--- src/rtl/ooo_pkg.sv ---
// Shared out-of-order front-end definitions: bundle field widths and packing offsets
// used by the dispatch queue and the reservation station.
package ooo_pkg;

    localparam int FormatWidth             = 25;
    localparam int opcodeSize              = 12;
    localparam int addressWidth            = 64;
    localparam int funcUnitCodeSize        = 3;
    localparam int instructionCounterWidth = 64;
    localparam int instMinIdWidth          = 7;
    localparam int Is64BitWidth            = 1;
    localparam int PidSize                 = 20;
    localparam int TidSize                 = 16;
    localparam int regAccessPatternSize    = 8;
    localparam int RegIsRegWidth           = 4;
    localparam int BodyWidth               = 84;

    // Fields are packed LSB-up starting with the body; format sits at the MSB end.
    localparam int BodyOffset     = 0;
    localparam int IsRegOffset    = BodyOffset + BodyWidth;
    localparam int RwOffset       = IsRegOffset + RegIsRegWidth;
    localparam int TidOffset      = RwOffset + regAccessPatternSize;
    localparam int PidOffset      = TidOffset + TidSize;
    localparam int Is64BitOffset  = PidOffset + PidSize;
    localparam int MinIdOffset    = Is64BitOffset + Is64BitWidth;
    localparam int MajIdOffset    = MinIdOffset + instMinIdWidth;
    localparam int FuncUnitOffset = MajIdOffset + instructionCounterWidth;
    localparam int AddressOffset  = FuncUnitOffset + funcUnitCodeSize;
    localparam int OpcodeOffset   = AddressOffset + addressWidth;
    localparam int FormatOffset   = OpcodeOffset + opcodeSize;
    localparam int PayloadWidth   = FormatOffset + FormatWidth;

    typedef logic [PayloadWidth-1:0] bundle_t;

    function automatic logic [instructionCounterWidth-1:0] get_maj_id(input bundle_t bundle);
        return bundle[MajIdOffset +: instructionCounterWidth];
    endfunction

endpackage

--- src/rtl/dispatch_queue_mem.sv ---
// Dispatch queue storage: one synchronous write port, one asynchronous read port.
module dispatch_queue_mem #(
    parameter int IdxBits = 3,
    parameter int Width   = 308
) (
    input  logic               clock_i,
    input  logic               wr_en,
    input  logic [IdxBits-1:0] wr_addr,
    input  logic [Width-1:0]   wr_data,
    input  logic [IdxBits-1:0] rd_addr,
    output logic [Width-1:0]   rd_data
);

    localparam int Depth = 1 << IdxBits;

    logic [Width-1:0] storage [Depth];

    always_ff @(posedge clock_i) begin
        if (wr_en) begin
            storage[wr_addr] <= wr_data;
        end
    end

    assign rd_data = storage[rd_addr];

endmodule

--- src/rtl/dispatch_queue.sv ---
// In-order dispatch queue between decode and the reservation station, with
// registered stall back-pressure and a sticky overflow flag for dropped pushes.
module dispatch_queue #(
    parameter int QueueIdxBits = 3,
    parameter int PayloadWidth = ooo_pkg::PayloadWidth,
    parameter int StallMargin  = 2,
    parameter int DQInstance   = 0
) (
    input  logic                    clock_i,
    input  logic                    reset_i,
    input  logic                    enable_i,
    input  logic [PayloadWidth-1:0] inst_i,
    input  logic                    flush_i,
    input  logic                    rsFull_i,
    output logic                    stall_o,
    output logic                    enable_o,
    output logic [PayloadWidth-1:0] inst_o,
    output logic [QueueIdxBits:0]   count_o,
    output logic                    overflow_o
);

    import ooo_pkg::*;

    localparam logic [QueueIdxBits:0]   DepthCount = (QueueIdxBits+1)'(1 << QueueIdxBits);
    localparam logic [QueueIdxBits:0]   StallCount = (QueueIdxBits+1)'(StallMargin);
    localparam logic [QueueIdxBits:0]   CountOne   = (QueueIdxBits+1)'(1);
    localparam logic [QueueIdxBits-1:0] PtrOne     = QueueIdxBits'(1);

    if (PayloadWidth != ooo_pkg::PayloadWidth) begin : g_width_check
        $error("dispatch_queue: PayloadWidth must match the ooo_pkg bundle packing");
    end
    if (DQInstance < 0) begin : g_instance_check
        $error("dispatch_queue: DQInstance must be non-negative");
    end

    logic [QueueIdxBits-1:0] rd_ptr_q;
    logic [QueueIdxBits-1:0] wr_ptr_q;
    logic [QueueIdxBits:0]   count_q;
    logic [QueueIdxBits:0]   count_next;
    logic                    stall_q;
    logic                    overflow_q;
    logic                    full;
    logic                    pop;
    logic                    push;
    logic                    drop;
    logic                    mem_wr_en;

    assign full      = (count_q == DepthCount);
    assign enable_o  = (count_q != '0);
    assign pop       = enable_o && !rsFull_i;
    assign push      = enable_i && (!full || pop);
    assign drop      = enable_i && full && !pop && !flush_i;
    assign mem_wr_en = push && !flush_i && !reset_i;

    always_comb begin
        count_next = count_q;
        if (flush_i) begin
            count_next = '0;
        end else if (push && !pop) begin
            count_next = count_q + CountOne;
        end else if (pop && !push) begin
            count_next = count_q - CountOne;
        end
    end

    always_ff @(posedge clock_i) begin
        if (reset_i) begin
            rd_ptr_q   <= '0;
            wr_ptr_q   <= '0;
            count_q    <= '0;
            stall_q    <= 1'b0;
            overflow_q <= 1'b0;
        end else begin
            count_q <= count_next;
            // Stall looks at free space after this cycle's update, so decode sees it one cycle early.
            stall_q <= (DepthCount - count_next) < StallCount;
            if (flush_i) begin
                rd_ptr_q <= '0;
                wr_ptr_q <= '0;
            end else begin
                if (push) wr_ptr_q <= wr_ptr_q + PtrOne;
                if (pop)  rd_ptr_q <= rd_ptr_q + PtrOne;
            end
            if (drop) overflow_q <= 1'b1;
        end
    end

    dispatch_queue_mem #(
        .IdxBits (QueueIdxBits),
        .Width   (PayloadWidth)
    ) u_mem (
        .clock_i (clock_i),
        .wr_en   (mem_wr_en),
        .wr_addr (wr_ptr_q),
        .wr_data (inst_i),
        .rd_addr (rd_ptr_q),
        .rd_data (inst_o)
    );

    assign count_o    = count_q;
    assign stall_o    = stall_q;
    assign overflow_o = overflow_q;

endmodule

--- config.mk ---
export PLATFORM = sky130hd
export DESIGN_NAME = dispatch_queue
export DESIGN_NICKNAME = d
export VERILOG_FILES = /design/src/rtl/ooo_pkg.sv /design/src/rtl/dispatch_queue_mem.sv /design/src/rtl/dispatch_queue.sv
export SDC_FILE = /design/constraint.sdc
export NUM_CORES = 2
export LEC_CHECK = 0
export CAP_MARGIN = 20
export CORE_MARGIN = 3
export CORE_UTILIZATION = 30
export CTS_CLUSTER_SIZE = 28
export DETAILED_ROUTE_END_ITERATION = 8
export GPL_TIMING_DRIVEN = 0
export PLACE_DENSITY = 0.53
export SYNTH_ARGS = -nofsm -noshare
export SYNTH_HDL_FRONTEND = slang
export SYNTH_SLANG_ARGS = --single-unit
export TNS_END_PERCENT = 30
--- constraint.sdc ---
create_clock -name clock_i -period 31.2 [get_ports clock_i]
set_clock_uncertainty 0.1 [all_clocks]
set_input_delay 3.12 -clock clock_i [delete_from_list [all_inputs] [get_ports clock_i]]
set_output_delay 3.12 -clock clock_i [all_outputs]
set_load 0.03 [all_outputs]
==> results.cfg <==
[outcome]
status = finished, final reports clean

[floorplan]
ios = 628
core_area_um2 = 307300
rows = 203
die-area_um2 = 317100
fp.dieH_um = 563.1
die_w_um = 563.1
initial_utilization_pct = 30.30

[job]
maxCapViolCount = 0

[sta]
setup_viol = 0
fmax_mhz = 129.6
fin_crit_ns = 7.716
maxSlewHeadroom_pct = 27.59
tightest_slew_ns = 1.086
hold_violations = 0
tns_ns = 0
slew_viol_final = 0
rsz0062_at_grt = no
timing.final.crit_share_pct = 24.73

[cts]
htreeDepth = 5
cts_sinks = 2479
ctsLongestPathBuffers = 4
cts_setup_buffers = 0
clk_latency_ns = 0.86
cts_inserted_buffers = 283
cts-resized-gates = 0
hold_buffers = 0
cts_tree = yes
clk_pin_slew_ns = 0.05
clock-root-buffer = clkbuf_16

[detailed_routing]
wirelength_um = 243100
avgRoutedWirePerCell_um = 26.65
antenna_left = 0
wl_met2_um = 114200
via_per_inst = 4.693
wl_met1_um = 102500
drtIter0Drc = 3608
dr.pass1.iters = 5
routed.top_layer = met5
vias = 42813
wl_met3_um = 19610
route.detailed.drc = 0

[cells_and_area]
multi_input_area_um2 = 17910
num-nets-final = 5091
fillers = 27634
drive_gt1_share_pct = 32.61
seq_area_um2 = 74290
syn2layout_area_growth_pct = 25.51
layout_common_cells = 2464 x edfxtp_1, 626 x clkdlybuf4s50_1, 616 x mux4_2, 308 x mux2_2, 290 x clkbuf_16
layout_commonest_cell = edfxtp_1

[worst_setup_path]
cp_cell_sequence = clkbuf_1, buf_4, clkbuf_1, buf_2, mux4_2, mux2_2, clkdlybuf4s50_1
cp_max_fo = 10
cp.required_ns = 27.98
cp.arrival_ns = 4.50
worst_path_largest_cell_delay_ns = 0.85
path_class = flop to output port
cp_slowest_cell = clkbuf_1
rr_worst_depth = 15
setup.worst_path.start_class = flop
end_kind = output port
cpMostUsedCell = clkbuf_1

[global_routing]
grt_usage_pct = 15.09
grt_pass1_wl_um = 344600
grt_pass1_vias = 45278
antenna_found_initial = 82
grt_max_degree = 25
gr-total-overflow = 0

[yosys]
async_flop_share_pct = 0
netlist_instances = 3666
synth_edf_count = 2464
ys_types = 39
seq_area_frac_synth_pct = 79.78
syn_avg_cell_area_um2 = 25.40
yosysWarnings = 0
synth-seq-cells = 2479
syn_area_um2 = 93120
synth_nets = 3984
synthFlopType = edfxtp_1

[hold_path]
min_delay_path_depth = 2
min_path_type = flop to flop

[pwr]
powerDensity_nw_per_um2 = 61.03
ir_worst_vdd_mv = 0.06260
power_leakage_nw = 35.66
p_total_w = 0.007133

[placed_design]
io_buffer_count = 626
place.detailed.hpwl_um = 162600
gp_congestion = 0.7060
## cell type report
type                       instances  share of cell area (%)
timing repair buffer             822                   8.174
sequential                      2479                   63.56
buffer                           175                  0.8264
tap                             4100                   4.389
clock buffer                     356                   6.430
clock inverter                   155                   1.230
multi-input combinational       1008                   15.32
inverter                           4                 0.01285
antenna                           24                 0.05138
## critical path: cells and delay by family (launching register included)
kind / cells / cell delay [ns]
buffers and inverters: 5 / 2.69
muxes: 2 / 0.63
DFF: 1 / 0.30
## path summary, 6_finish.rpt
path	slack [ns]	end	startpoint
setup / recovery	23.48	inst_o[161]	flop
hold / removal	0.39	overflow_o	overflow_o
setup reg to reg	26.88	u_mem.storage[0][132]	count_o[0]
hold reg to reg	0.39	overflow_o	overflow_o
## synthesized netlist by cell type (2+ instances only)
cell type | count | share of area, %
ha_1 | 5 | 0.067
nor3b_1 | 2 | 0.016
clkbuf_1 | 69 | 0.28
buf_2 | 72 | 0.39
edfxtp_1 | 2464 | 79
dfxtp_1 | 15 | 0.32
nor3_1 | 5 | 0.027
nor2_1 | 23 | 0.093
inv_1 | 3 | 0.012
nand2b_1 | 3 | 0.020
buf_6 | 28 | 0.34
mux4_2 | 616 | 15
mux2_2 | 308 | 3.7
xor2_1 | 3 | 0.028
nor2b_1 | 2 | 0.013
or2_2 | 2 | 0.013
o21ai_0 | 3 | 0.016
or3_1 | 2 | 0.013
nand2_1 | 9 | 0.036
nand3_1 | 6 | 0.032
buf_1 | 5 | 0.020
mux2i_1 | 2 | 0.021
a21oi_1 | 3 | 0.016
## routing by layer
| layer | vias to the layer above | GRT usage, % |
|---|---|---|
| li1 | 18140 | - |
| met1 | 22952 | 20.05 |
| met2 | 1231 | 23.92 |
| met3 | 438 | 4.763 |
| met4 | 52 | 4.078 |
| met5 | - | 0 |
## cell families (layout without fill, tap and decap cells)
family / count (synthesis) / count (layout) / share of synthesized area, %
xor gates and xnor gates: 4 / 4 / 0.03763
adders and majority gates: 5 / 5 / 0.06718
other: 0 / 24 / 0
AOI/OAI and AO/OA: 14 / 14 / 0.1048
buffers and inverters: 179 / 1512 / 1.048
muxes: 927 / 927 / 18.66
DFF: 2479 / 2479 / 79.78
and+or+nand+nor: 58 / 58 / 0.3036
## registers in the layout, summed over array words and instances (netlist names), named ones only
signal         count
count_o            4
overflow_o         1
rd_ptr_q           3
stall_o            1
u_mem.storage   2464
wr_ptr_q           3
## report_power, final
| part | internal [W] | switching (W) | leakage, nW |
|---|---|---|---|
| combinational | 0.000114 | 0.000137 | 9.00 |
| sequential | 0.00368 | 0.00000388 | 22.3 |
| clock | 0.00186 | 0.00134 | 4.35 |
| total | 0.00565 | 0.00148 | 35.7 |
## through the flow
step	hold WS (ns)	setup slack [ns]	util (%)	cell area [µm²]	cells
floorplan	0.3716	5.085	-	93120	3666
global placement	0.3958	-22.62	34.01	104500	8392
detailed placement	0.3796	23.86	35.10	107900	8588
CTS	0.3981	23.12	38.01	116800	9099
global route	0.4332	23.16	38.01	116800	9102
finish	0.3867	23.48	38.03	116900	9123
Power figures use the tool's default switching activity.
